<file path="src/rtl/div_pkg.sv">
// Shared definitions for the divide-controller slice: funct3 encodings, FSM states
// and the fixed results used by the bypass paths.
package div_pkg;

  localparam logic [2:0] F3_DIV  = 3'b100;
  localparam logic [2:0] F3_DIVU = 3'b101;
  localparam logic [2:0] F3_REM  = 3'b110;
  localparam logic [2:0] F3_REMU = 3'b111;

  localparam logic [31:0] DIV0_QUOT = 32'hFFFF_FFFF;
  localparam logic [31:0] INT_MIN   = 32'h8000_0000;

  typedef enum logic [1:0] {
    S_IDLE = 2'd0,
    S_BUSY = 2'd1,
    S_RESP = 2'd2
  } state_e;

  function automatic logic is_rem(input logic [2:0] f3);
    return (f3 == F3_REM) || (f3 == F3_REMU);
  endfunction

  function automatic logic is_signed_op(input logic [2:0] f3);
    return (f3 == F3_DIV) || (f3 == F3_REM);
  endfunction

endpackage

</file>
<file path="src/rtl/div_sign_fix.sv">
// Combinational sign handling around an unsigned divider: operand magnitudes on the way in,
// quotient/remainder negation on the way out. Signed logic exists only with DIVCTL_SIGNED_EN.
module div_sign_fix (
  input  logic        op_signed,
  input  logic [31:0] rs1,
  input  logic [31:0] rs2,
  output logic [31:0] a_mag,
  output logic [31:0] b_mag,
  output logic        neg_quot,
  output logic        neg_rem,
  input  logic [31:0] raw_quot,
  input  logic [31:0] raw_rem,
  input  logic        fix_quot,
  input  logic        fix_rem,
  output logic [31:0] quot,
  output logic [31:0] rem
);

`ifdef DIVCTL_SIGNED_EN
  always_comb begin
    a_mag    = (op_signed && rs1[31]) ? -rs1 : rs1;
    b_mag    = (op_signed && rs2[31]) ? -rs2 : rs2;
    // Quotient sign follows the operand sign difference; remainder follows the dividend.
    neg_quot = op_signed && (rs1[31] ^ rs2[31]);
    neg_rem  = op_signed && rs1[31];
    quot     = fix_quot ? -raw_quot : raw_quot;
    rem      = fix_rem ? -raw_rem : raw_rem;
  end
`else
  logic unused_sign;

  assign a_mag       = rs1;
  assign b_mag       = rs2;
  assign neg_quot    = 1'b0;
  assign neg_rem     = 1'b0;
  assign quot        = raw_quot;
  assign rem         = raw_rem;
  assign unused_sign = ^{op_signed, fix_quot, fix_rem};
`endif

endmodule

</file>
<file path="src/rtl/div_ctrl.sv">
// Request/response shell around an iterative divider with bypass, timeout and flush.
// Build option DIVCTL_SIGNED_EN: when defined DIV/REM are signed, otherwise they act as DIVU/REMU.
module div_ctrl
  import div_pkg::*;
#(
  parameter int TAG_W   = 5,
  parameter int TIMEOUT = 64
) (
  input  logic             clk,
  input  logic             reset_n,
  input  logic             req_valid,
  output logic             req_ready,
  input  logic [2:0]       req_funct3,
  input  logic [31:0]      req_rs1,
  input  logic [31:0]      req_rs2,
  input  logic [TAG_W-1:0] req_tag,
  input  logic             flush,
  output logic             rsp_valid,
  input  logic             rsp_ready,
  output logic [31:0]      rsp_data,
  output logic [TAG_W-1:0] rsp_tag,
  output logic             rsp_err,
  output logic             div_start,
  output logic [31:0]      div_a,
  output logic [31:0]      div_b,
  input  logic [31:0]      div_d,
  input  logic [31:0]      div_r,
  input  logic             div_ok,
  input  logic             div_err
);

  localparam int               CNT_W    = $clog2(TIMEOUT + 1);
  localparam logic [CNT_W-1:0] CNT_LAST = CNT_W'(TIMEOUT - 1);

  state_e           state_q, state_d;
  logic [TAG_W-1:0] tag_q, tag_d;
  logic [31:0]      a_q, a_d, b_q, b_d;
  logic             rem_op_q, rem_op_d;
  logic             neg_quot_q, neg_quot_d;
  logic             neg_rem_q, neg_rem_d;
  logic [CNT_W-1:0] cnt_q, cnt_d;
  logic [31:0]      data_q, data_d;
  logic             err_q, err_d;

  logic        req_signed, div_zero, overflow, bypass, accept, timeout;
  logic        op_neg_quot, op_neg_rem;
  logic [31:0] a_mag, b_mag, quot_fix, rem_fix;

`ifdef DIVCTL_SIGNED_EN
  assign req_signed = is_signed_op(req_funct3);
  assign overflow   = req_signed && (req_rs1 == INT_MIN) && (req_rs2 == 32'hFFFF_FFFF);
`else
  assign req_signed = 1'b0;
  assign overflow   = 1'b0;
`endif

  assign div_zero = (req_rs2 == 32'd0);
  assign bypass   = div_zero || overflow;
  assign accept   = (state_q == S_IDLE) && req_valid && !flush;
  assign timeout  = (cnt_q == CNT_LAST);

  div_sign_fix u_sign_fix (
    .op_signed (req_signed),
    .rs1       (req_rs1),
    .rs2       (req_rs2),
    .a_mag     (a_mag),
    .b_mag     (b_mag),
    .neg_quot  (op_neg_quot),
    .neg_rem   (op_neg_rem),
    .raw_quot  (div_d),
    .raw_rem   (div_r),
    .fix_quot  (neg_quot_q),
    .fix_rem   (neg_rem_q),
    .quot      (quot_fix),
    .rem       (rem_fix)
  );

  // NOTE: sequential state uses non-blocking assignments so every flop samples pre-edge values.
  always_ff @(posedge clk or negedge reset_n) begin
    if (!reset_n) state_q <= S_IDLE;
    else          state_q <= state_d;
  end

  // NOTE: every variable gets a default first so no latch is inferred on untaken paths.
  always_comb begin
    state_d = state_q;
    case (state_q)
      S_IDLE: if (accept) state_d = bypass ? S_RESP : S_BUSY;
      S_BUSY: begin
        if (flush)                               state_d = S_IDLE;
        else if (div_ok || div_err || timeout)   state_d = S_RESP;
      end
      S_RESP: if (flush || rsp_ready) state_d = S_IDLE;
      default: state_d = S_IDLE;
    endcase
  end

  always_comb begin
    req_ready = (state_q == S_IDLE);
    div_start = (state_q == S_BUSY);
    rsp_valid = (state_q == S_RESP);
  end

  always_comb begin
    tag_d      = tag_q;
    a_d        = a_q;
    b_d        = b_q;
    rem_op_d   = rem_op_q;
    neg_quot_d = neg_quot_q;
    neg_rem_d  = neg_rem_q;
    cnt_d      = cnt_q;
    data_d     = data_q;
    err_d      = err_q;
    if (accept) begin
      tag_d      = req_tag;
      a_d        = a_mag;
      b_d        = b_mag;
      rem_op_d   = is_rem(req_funct3);
      neg_quot_d = op_neg_quot;
      neg_rem_d  = op_neg_rem;
      cnt_d      = '0;
      err_d      = 1'b0;
      // Bypass results are final here; divider-bound requests overwrite data_d later.
      if (div_zero) data_d = is_rem(req_funct3) ? req_rs1 : DIV0_QUOT;
      else          data_d = is_rem(req_funct3) ? 32'd0 : INT_MIN;
    end else if ((state_q == S_BUSY) && !flush) begin
      cnt_d = cnt_q + CNT_W'(1);
      if (div_err) begin
        data_d = 32'd0;
        err_d  = 1'b1;
      end else if (div_ok) begin
        data_d = rem_op_q ? rem_fix : quot_fix;
      end else if (timeout) begin
        data_d = 32'd0;
        err_d  = 1'b1;
      end
    end
  end

  always_ff @(posedge clk or negedge reset_n) begin
    if (!reset_n) begin
      tag_q      <= '0;
      a_q        <= '0;
      b_q        <= '0;
      rem_op_q   <= 1'b0;
      neg_quot_q <= 1'b0;
      neg_rem_q  <= 1'b0;
      cnt_q      <= '0;
      data_q     <= '0;
      err_q      <= 1'b0;
    end else begin
      tag_q      <= tag_d;
      a_q        <= a_d;
      b_q        <= b_d;
      rem_op_q   <= rem_op_d;
      neg_quot_q <= neg_quot_d;
      neg_rem_q  <= neg_rem_d;
      cnt_q      <= cnt_d;
      data_q     <= data_d;
      err_q      <= err_d;
    end
  end

  assign div_a    = a_q;
  assign div_b    = b_q;
  assign rsp_data = data_q;
  assign rsp_tag  = tag_q;
  assign rsp_err  = err_q;

endmodule

</file>
<file path="config.mk">
export PLATFORM = sky130hd
export DESIGN_NAME = div_ctrl
export DESIGN_NICKNAME = d
export VERILOG_FILES = /design/src/rtl/div_pkg.sv /design/src/rtl/div_sign_fix.sv /design/src/rtl/div_ctrl.sv
export SDC_FILE = /design/constraint.sdc
export NUM_CORES = 1
export LEC_CHECK = 0
export ABC_AREA = 1
export CELL_PAD_IN_SITES_DETAIL_PLACEMENT = 0
export CELL_PAD_IN_SITES_GLOBAL_PLACEMENT = 1
export CORE_MARGIN = 5
export CORE_UTILIZATION = 45
export CTS_CLUSTER_DIAMETER = 100
export DETAILED_ROUTE_END_ITERATION = 10
export DONT_BUFFER_PORTS = 1
export GPL_TIMING_DRIVEN = 1
export PLACE_DENSITY = 0.9
export SLEW_MARGIN = 20
export SYNTH_ARGS = -nofsm -noshare
export SYNTH_HDL_FRONTEND = slang
export SYNTH_HIERARCHICAL = 1
export SYNTH_SLANG_ARGS = --single-unit
</file>
<file path="constraint.sdc">
create_clock -name clk -period 4.3 [get_ports clk]
set_input_delay 0.43 -clock clk [delete_from_list [all_inputs] [get_ports clk]]
set_output_delay 0.43 -clock clk [all_outputs]
set_load 0.03 [all_outputs]
</file>
# Yosys cells after proc, flatten, opt, wreduce, memory -nomap -nowiden
# Index checks and enable logic that the tools add are counted.
# classes
n_addsub	1
n_eq_ne	9
mux	22
n_reduce_logical	16
# op_table
op	count
$mux W32	9
$logic_not A32 Y1	1
$mux W7	2
$mux W2	5
$add A7 B1 Y7 const B	1
$eq A7 B6 Y1 const B	1
$eq A3 B3 Y1 const B	2
$pmux W2 S3	1
$reduce_and A3 Y1	2
$mux W1	5
$logic_or A1 B1 Y1	4
$ne A2 B1 Y1 const B	2
$reduce_bool A4 Y1	1
$logic_and A1 B1 Y1	3
$ne A3 B1 Y1 const B	1
$ne A3 B2 Y1 const B	1
$reduce_bool A3 Y1	1
$eq A2 B1 Y1 const B	1
$eq A2 B2 Y1 const B	1
$logic_not A2 Y1	1
$reduce_and A2 Y1	1
$reduce_bool A2 Y1	1
$logic_not A1 Y1	1
# totals
ff_bits	112
output_inout_bits	105
wordCells	56

# Logic depth before layout (Yosys ltp)
# Gate-level depths: netlist of run 1.
# logic_depth
ltp_word	6
depth_mapped	10
depth_no_buf	9

# Cells and area by module
# Netlist of run 1, hierarchy kept.
# modules_own_cells
module	instances	cells_per_inst	area_per_inst_um2
div_ctrl	1	761	5522.8
div_sign_fix	1	131	979.7

# Least setup slack after synthesis of run 1
# No wires, ideal clock.
# synth_path
path_type	flip-flop to flip-flop
startpoint	register state_q[1]
endpoint	register data_q[10], in the netlist rsp_data[10]
setup_ps	121
arrival_ps	1382
setup_slack_ps	2797
path_stages_with_launch	8
path_buffers	1
period_less_slack_ps	1503
path_cell_list	dfrtp_1 > nor2_4 > nand3_2 > nand3_1 > nand2_2 > buf_2 > nor2_1 > a21oi_1
# synth_via
elab_chain_cells	5
elab_cells_between_ends	9
cone_classes	eq/ne: 1; mux: 1; reduce/logical: 7
# synth_lines
item	line_no	text
from (decl)	div_ctrl.sv:35	state_e state_q, state_d;
from (signal assigned)	div_ctrl.sv:81	else state_q <= state_d;
$logic_not A2 Y1 (*)	-	
via req_ready	div_ctrl.sv:12	output logic req_ready,
$logic_and A1 B1 Y1 (*) (2 in a row)	div_ctrl.sv:59	assign accept = (state_q == S_IDLE) && req_valid && !flush;
$reduce_bool A4 Y1 (no line) or $reduce_bool A2 Y1 (tied branches)	-	
$reduce_and A2 Y1 (no line)	-	
to (signal assigned)	div_ctrl.sv:159	data_q <= data_d;
to (decl)	div_ctrl.sv:42	logic [31:0] data_q, data_d;
# Mark *: on every way through the listed nets, which the timed path passes. The rest lies on a longest branch.
# A chain may end at the register's enable or synchronous reset.

# Worst setup path after layout of run 1
# layout_path
startpoint	register cnt_q[0]
endpoint	register data_q[14], in the netlist rsp_data[14]
# layout_via
elab_chain_cells	3
# layout_lines
item	line_no	text
from (decl)	div_ctrl.sv:41	logic [CNT_W-1:0] cnt_q, cnt_d;
from (signal assigned)	div_ctrl.sv:158	cnt_q <= cnt_d;
$eq A7 B6 Y1	div_ctrl.sv:60	assign timeout = (cnt_q == CNT_LAST);
$reduce_bool A4 Y1 (no line)	-	
$reduce_and A2 Y1 (no line)	-	
# No other way between the ends.

==> Implementation_results.wiki, run 1 <==
{| class="wikitable"
! Metric !! Value
|-
| Crit path launch type || flip-flop
|-
| Critical Path Source || cnt_q[0]$_DFFE_PN0P_
|-
| Via density per instance || 5.01
|-
| Stage delay of the slowest cell on the critical path || between 600 and 700 ps
|-
| Count of inserted antenna diode cells || 0
|-
| Post_cts resized || 0
|-
| Data arrival time at the worst-slack endpoint || 2870 ps
|-
| Post-detailed-routing wire length || 15.6 mm
|-
| Total setup buffers inserted after CTS || 0
|-
| Routed vias || approximately 4600
|-
| Placer's final routability congestion estimate || 0.774
|-
| Critical path endpoint category || flip-flop
|-
| Total Nets Final || ~870
|-
| Number of detailed-routing iterations run before antenna repair || 6
|-
| IR drop worst, VDD || around 0.22 mV
|-
| Critical-path cell list || ha_1, inv_1, nor2_1, nand2_1, nand3_1, nand2_2, clkinv_2, nor2_1, a21oi_1
|-
| H-Tree Depth || 3
|-
| Final Instance Count excl. Fillers || roughly 910
|-
| Achievable Freq || around 380 MHz
|-
| Minimum clock period after layout || roughly 2600 ps
|-
| Hold buffers post-CTS || 1
|-
| Clock-pin slew of the registers on the worst-case setup and hold paths || ~80 ps
|-
| Count of routing violations after the opening detailed-route iteration || 205
|-
| Yosys warns || 6
|-
| Total clock buffers created by CTS || 9
|-
| Count of final max-slew check failures || 0
|-
| Total power per unit cell area || 546 nW/µm²
|-
| Clock tree from TritonCTS || done
|-
| # port buffers || 0
|-
| Total leakage power || approximately 3 nW
|-
| Max Cap Violations || 0
|-
| Initial cell density of the core || 46.0%
|-
| DRT antenna net count || 0
|-
| Maximum fanout along the worst path || 33
|-
| Leading cell types in the layout, fill and taps excluded || sky130_fd_sc_hd__nand2_1 (332), sky130_fd_sc_hd__nor2_1 (160), sky130_fd_sc_hd__dfrtp_1 (112), sky130_fd_sc_hd__a21oi_1 (68), sky130_fd_sc_hd__inv_1 (10)
|-
| Wire length of the first global-routing pass || 24.1 mm
|-
| Post-place setup slack || about 1600 ps
|-
| Root cell of the clock tree || sky130_fd_sc_hd__clkbuf_16
|-
| Setup TNS || 0 ps
|-
| Max Clock Skew || 7.52 ps
|-
| Net count after synthesis || a little over 1000
|-
| Share of the cycle needed by the critical path after routing || 61.4%
|-
| Leading cell type in the layout, fill and taps excluded || sky130_fd_sc_hd__nand2_1
|-
| Total overflow reported by the global router || 0
|-
| Worst hold path type || primary input to asynchronous set/reset pin
|-
| Number of cells in the design after placement || around 900
|-
| GR Util All Layers || around 18%
|-
| Average detailed-routed wire length per instance || ~17 µm
|-
| Count of standard-cell rows || 43
|-
| Outcome || finished with violations
|-
| Critical R2R Launch || cnt_q[0]$_DFFE_PN0P_
|-
| Synth Instances || 880
|-
| Worst setup margin || 1660 ps
|-
| I/O pin cnt || approximately 250
|-
| Chip width || around 130 µm
|-
| Clk Latency, worst-skew pair || between 300 and 400 ps
|-
| Count of endpoints failing setup in the final report || 0
|-
| Flop2flop setup slack || around 1700 ps
|-
| Half-perimeter wire length after placement || 10.7 mm
|-
| Cell repeated most along the worst path || sky130_fd_sc_hd__nor2_1
|-
| Die H || approximately 130 µm
|-
| Data required time of the critical path || between 4000 and 5000 ps
|-
| Slowest library cell on the worst path || sky130_fd_sc_hd__clkinv_2
|-
| TritonCTS sink count || 112
|-
| Longest Clk Path Bufs || 2
|-
| Post-Route Hold Slack || -1.07 ps
|-
| Growth of design area from synthesis to finish || -8.79%
|-
| Violated checks || negative hold slack
|-
| Slew of the pin with the lowest slew margin || around 1100 ps
|-
| Pin count of the biggest net entering global routing || 113
|-
| Antenna violations before repair || 0
|-
| RSZ-0062 raised after global routing || no
|-
| Full die area || 16700 µm²
|-
| Synthesized area || 6410 µm²
|-
| Via count of the first global-routing pass || 4449
|-
| Mapped Avg Cell Area || approximately 7.3 µm²
|-
| Drc violations || 0
|-
| Reg2Reg Depth || 9
|-
| Fraction of final layout cells sized beyond drive strength 1 || under 10%
|-
| Placeable core region || between 10000 and 15000 µm²
|-
| Relative slew slack || 27.4%
|-
| Critical path class || flip-flop to flip-flop
|-
| Reg-to-Reg End || rsp_data[14]$_DFFE_PN0P_
|-
| Hold Vio Cnt, Final || 1
|}
-- layout make-up --
class,count,area [µm²]
flip-flops and latches,112,2800
inverters,13,50.0
clock buffers,9,225
clock inverters,7,95.1
repair buffers,6,77.6
multi-input cells,585,2370
well taps,180,225
fillers,1489,8090
-- report_power, final --
group / internal, mW / switching [mW] / leakage (nW) / total [mW]
clock: 0.512 / 0.392 / 0.156 / 0.904
combinational: 0.155 / 0.287 / 1.39 / 0.442
sequential: 1.26 / 0.589 / 1.38 / 1.85
total: 1.92 / 1.27 / 2.92 / 3.19
-- worst max-delay path, delay by kind of cell (launching register included) --
family                     cells  cell delay, ps
and+or+nand+nor                5            1040
AOI/OAI and AO/OA              1              60
DFF                            1             410
adders and majority gates      1             260
buffers and inverters          2             750
-- per-stage QoR --
stage	instance area (µm²)	power, mW	utilization, %
after floorplan	6410	2.24	-
after global placement	5490	2.28	39.4
after detailed placement	5500	2.30	39.4
after CTS	5840	3.24	41.9
after global routing	5840	3.37	41.9
final	5840	3.19	41.9
-- metal layers --
layer  share of wire (%)  global-route usage [%]
met5                   0                       0
met2                  47                    28.9
met1                  40                    22.9
met3                  12                    7.46
met4                 1.8                    6.30
-- how the worst max path moves through the flow --
| stage | end | depth (start not counted) | slack [ps] |
|---|---|---|---|
| floorplan | rsp_data[10]$_DFFE_PN0P_ | 7 | 2800 |
| global placement | rsp_data[0]$_DFFE_PN0P_ | 7 | 1520 |
| detailed placement | rsp_data[14]$_DFFE_PN0P_ | 9 | 1620 |
| CTS | rsp_data[14]$_DFFE_PN0P_ | 9 | 1600 |
| global route | rsp_data[1]$_DFFE_PN0P_ | 9 | 1370 |
| finish | rsp_data[14]$_DFFE_PN0P_ | 9 | 1660 |
-- flip-flops by register name, summed over array words and instances (netlist names) --
register / cells
cnt_q: 7
div_a: 32
div_b: 32
rem_op_q: 1
rsp_data: 32
rsp_err: 1
rsp_tag: 5
state_q: 2
No activity file was read; power rests on OpenSTA's default activity.
==> inputs of run 2 (changes only) <==
--- a/config.mk
+++ b/config.mk
@@ -5,16 +5,16 @@
 export SDC_FILE = /design/constraint.sdc
 export NUM_CORES = 1
 export LEC_CHECK = 0
-export ABC_AREA = 1
+export ABC_AREA = 0
 export CELL_PAD_IN_SITES_DETAIL_PLACEMENT = 0
 export CELL_PAD_IN_SITES_GLOBAL_PLACEMENT = 1
 export CORE_MARGIN = 5
-export CORE_UTILIZATION = 45
+export CORE_UTILIZATION = 42
 export CTS_CLUSTER_DIAMETER = 100
 export DETAILED_ROUTE_END_ITERATION = 10
 export DONT_BUFFER_PORTS = 1
 export GPL_TIMING_DRIVEN = 1
-export PLACE_DENSITY = 0.9
+export PLACE_DENSITY = 0.85
 export SLEW_MARGIN = 20
 export SYNTH_ARGS = -nofsm -noshare
 export SYNTH_HDL_FRONTEND = slang
==> constraint.sdc (replaced) <==
create_clock -name clk -period 2.2 [get_ports clk]
set_input_delay 0.22 -clock clk [delete_from_list [all_inputs] [get_ports clk]]
set_output_delay 0.22 -clock clk [all_outputs]
set_load 0.03 [all_outputs]
==> Implementation_results.wiki, run 2 <==
{| class="wikitable"
! Metric !! Value
|-
| Initial cell density of the core || 42.4% (-3.6 points)
|-
| Outcome || finished with violations
|-
| Final Instance Count excl. Fillers || 829 (-9.1%)
|-
| Wire length of the first global-routing pass || 25.8 mm (+7.4%)
|-
| Violated checks || negative hold slack
|-
| Count of final max-slew check failures || 0 (unchanged)
|-
| GR Util All Layers || 18.4% (+0.10 points)
|-
| Post-detailed-routing wire length || 16.7 mm (+6.9%)
|-
| Full die area || 17700 µm² (+6.0%)
|-
| Growth of design area from synthesis to finish || 4.13%
|-
| Count of inserted antenna diode cells || 0 (unchanged)
|-
| Count of endpoints failing setup in the final report || 0 (unchanged)
|-
| Via count of the first global-routing pass || 4647 (+4.5%)
|-
| Average detailed-routed wire length per instance || 20.1 µm (+18%)
|-
| Longest Clk Path Bufs || 2 (unchanged)
|-
| Number of detailed-routing iterations run before antenna repair || 4 (-2)
|-
| Hold Vio Cnt, Final || 112 (+111)
|-
| Leading cell type in the layout, fill and taps excluded || sky130_fd_sc_hd__nand2_1
|-
| Stage delay of the slowest cell on the critical path || 590 ps (-80 ps)
|-
| Slew of the pin with the lowest slew margin || 628 ps (-460 ps)
|-
| Max Cap Violations || 0 (unchanged)
|-
| Hold buffers post-CTS || 70 (+69)
|-
| Post-Route Hold Slack || -434 ps (-432 ps)
|-
| Achievable Freq || 518 MHz (+37%)
|-
| Placeable core region || 15000 µm² (+7.9%)
|-
| Critical path class || flip-flop to flip-flop
|-
| H-Tree Depth || 3 (unchanged)
|-
| Antenna violations before repair || 1 (+1)
|-
| Maximum fanout along the worst path || 32 (-3.0%)
|-
| Chip width || 133 µm (+2.9%)
|-
| Max Clock Skew || 7.39 ps (-0.133 ps)
|-
| Delay-heaviest family, CP || simple AND/OR/NAND/NOR gates
|-
| Data arrival time at the worst-slack endpoint || 2200 ps (-670 ps)
|-
| Yosys warns || 6 (unchanged)
|-
| Total leakage power || 3.03 nW (+3.6%)
|-
| Crit path launch type || flip-flop
|-
| Reg-to-Reg End || rsp_data[2]$_DFFE_PN0P_
|-
| Placer's final routability congestion estimate || 0.828 (+7.0%)
|-
| Share of the cycle needed by the critical path after routing || 87.7% (+26 points)
|-
| Total power per unit cell area || 882 nW/µm² (+62%)
|-
| Count of routing violations after the opening detailed-route iteration || 266 (+30%)
|-
| Minimum clock period after layout || 1930 ps (-712 ps)
|-
| Total Nets Final || 780 (-10%)
|-
| Count of standard-cell rows || 45 (+4.7%)
|-
| Pin count of the biggest net entering global routing || 113 (unchanged)
|-
| RSZ-0062 raised after global routing || no
|-
| Total overflow reported by the global router || 0 (unchanged)
|-
| Post_cts resized || 0 (unchanged)
|-
| Critical R2R Launch || state_q[1]$_DFFE_PN0P_
|-
| Flop2flop setup slack || 270 ps (-1390 ps)
|-
| Total setup buffers inserted after CTS || 0 (unchanged)
|-
| Fraction of final layout cells sized beyond drive strength 1 || 15.3% (+11 points)
|-
| Die H || 133 µm (+2.9%)
|-
| Total power after layout || 5.85 mW (+83%)
|-
| Core Util, Final || 44.1% (+2.2 points)
|-
| Slowest library cell on the worst path || sky130_fd_sc_hd__or4b_4
|-
| Net count after synthesis || 852 (-17%)
|-
| Clock-pin slew of the registers on the worst-case setup and hold paths || 70 ps (about the same)
|-
| Drc violations || 0 (unchanged)
|-
| Total clock buffers created by CTS || 9 (unchanged)
|-
| Root cell of the clock tree || sky130_fd_sc_hd__clkbuf_16
|-
| IR drop worst, VDD || 0.386 mV (+73%)
|-
| Leading cell types in the layout, fill and taps excluded || sky130_fd_sc_hd__nand2_1 (215), sky130_fd_sc_hd__dfrtp_1 (112), sky130_fd_sc_hd__dlygate4sd3_1 (70), sky130_fd_sc_hd__nor2_1 (38)
|-
| Clock tree from TritonCTS || done
|-
| Synthesized area || 6370 µm² (-0.61%)
|-
| Worst hold path type || primary input to asynchronous set/reset pin
|-
| Reg2Reg Depth || 5 (-4)
|-
| Setup TNS || 0 ps (unchanged)
|-
| # port buffers || 0 (unchanged)
|-
| Crit path buf inv count || 1 (-1)
|-
| Mapped Avg Cell Area || 9.00 µm² (+24%)
|-
| Half-perimeter wire length after placement || 11.5 mm (+7.0%)
|-
| Number of cells in the design after placement || 743 (-17%)
|-
| Relative slew slack || 58.0% (+31 points)
|-
| Data required time of the critical path || 2470 ps (-2060 ps)
|-
| Synth Instances || 708 (-20%)
|-
| I/O pin cnt || 248 (unchanged)
|-
| Critical-path cell list || or4b_4, nand2_1, buf_4, nand4_1, o221ai_2
|-
| TritonCTS sink count || 112 (unchanged)
|-
| Via density per instance || 5.41 (+7.9%)
|-
| Critical path endpoint category || flip-flop
|-
| Routed vias || 4486 (-1.9%)
|-
| Clk Latency, worst-skew pair || 350 ps (about the same)
|-
| DRT antenna net count || 0 (unchanged)
|}
-- run 2: cell count changes in the layout (fill, tap and decap cells not counted), moves of 4 or more --
cell                            before  now
sky130_fd_sc_hd__nor2_1            160   38
sky130_fd_sc_hd__dlygate4sd3_1       0   70
sky130_fd_sc_hd__o221ai_2            0   29
sky130_fd_sc_hd__a21oi_1            68    5
sky130_fd_sc_hd__buf_4               4   13
sky130_fd_sc_hd__nor4_1              0    9
sky130_fd_sc_hd__mux2_2              0   32
sky130_fd_sc_hd__nand3_1             5    1
sky130_fd_sc_hd__inv_1              10   33
sky130_fd_sc_hd__nand2_1           332  215
sky130_fd_sc_hd__nand4_1             1   33
-- run 2: layout make-up --
class / count / area [µm²]
Sequential cell: 112 / 2800
Clock inverter: 3 / 23.8
Tap cell: 188 / 235
Fill cell: 1389 / 8400
Clock buffer: 13 / 270
Inverter: 33 / 124
Timing Repair Buffer: 86 / 858
Multi-Input combinational cell: 394 / 2320
-- run 2: stage by stage --
| step | instance area (µm²) | setup WS (ps) |
|---|---|---|
| after floorplan | 6370 | 456 |
| after global placement | 5640 | 302 |
| after detailed placement | 5640 | 292 |
| after CTS | 6630 | 274 |
| after global routing | 6630 | 123 |
| final | 6630 | 271 |
-- run 2: worst max path at each step --
stage               slack (ps)                  endpoint              startpoint  cells after the start
floorplan                  460  rsp_data[10]$_DFFE_PN0P_  state_q[1]$_DFFE_PN0P_                      6
global placement           300  rsp_data[31]$_DFFE_PN0P_  state_q[1]$_DFFE_PN0P_                      4
detailed placement         290  rsp_data[31]$_DFFE_PN0P_  state_q[1]$_DFFE_PN0P_                      4
CTS                        270  rsp_data[31]$_DFFE_PN0P_  state_q[1]$_DFFE_PN0P_                      4
finish                     270   rsp_data[2]$_DFFE_PN0P_  state_q[1]$_DFFE_PN0P_                      5
global route               120   rsp_data[2]$_DFFE_PN0P_    cnt_q[0]$_DFFE_PN0P_                      6
-- run 2: power by group --
group	leakage [nW]	switching (mW)	total, mW	internal (mW)
clock	0.138	0.753	1.62	0.868
combinational	1.45	0.459	0.889	0.430
sequential	1.44	0.954	3.34	2.39
-- run 2: per-layer routing --
layer	GRT usage [%]	part of all wire (%)	vias up
li1	-	-	2049
met1	22.5	39	2161
met2	30.4	49	239
met3	5.44	9.2	35
met4	8.00	2.8	2
met5	0	0.12	-
-- run 2: worst register-to-register path: stages, from the launching register on --
cell	delay [ps]
sky130_fd_sc_hd__dfrtp_1	450
sky130_fd_sc_hd__or4b_4	590
sky130_fd_sc_hd__nand2_1	100
sky130_fd_sc_hd__buf_4	360
sky130_fd_sc_hd__nand4_1	250
sky130_fd_sc_hd__o221ai_2	100
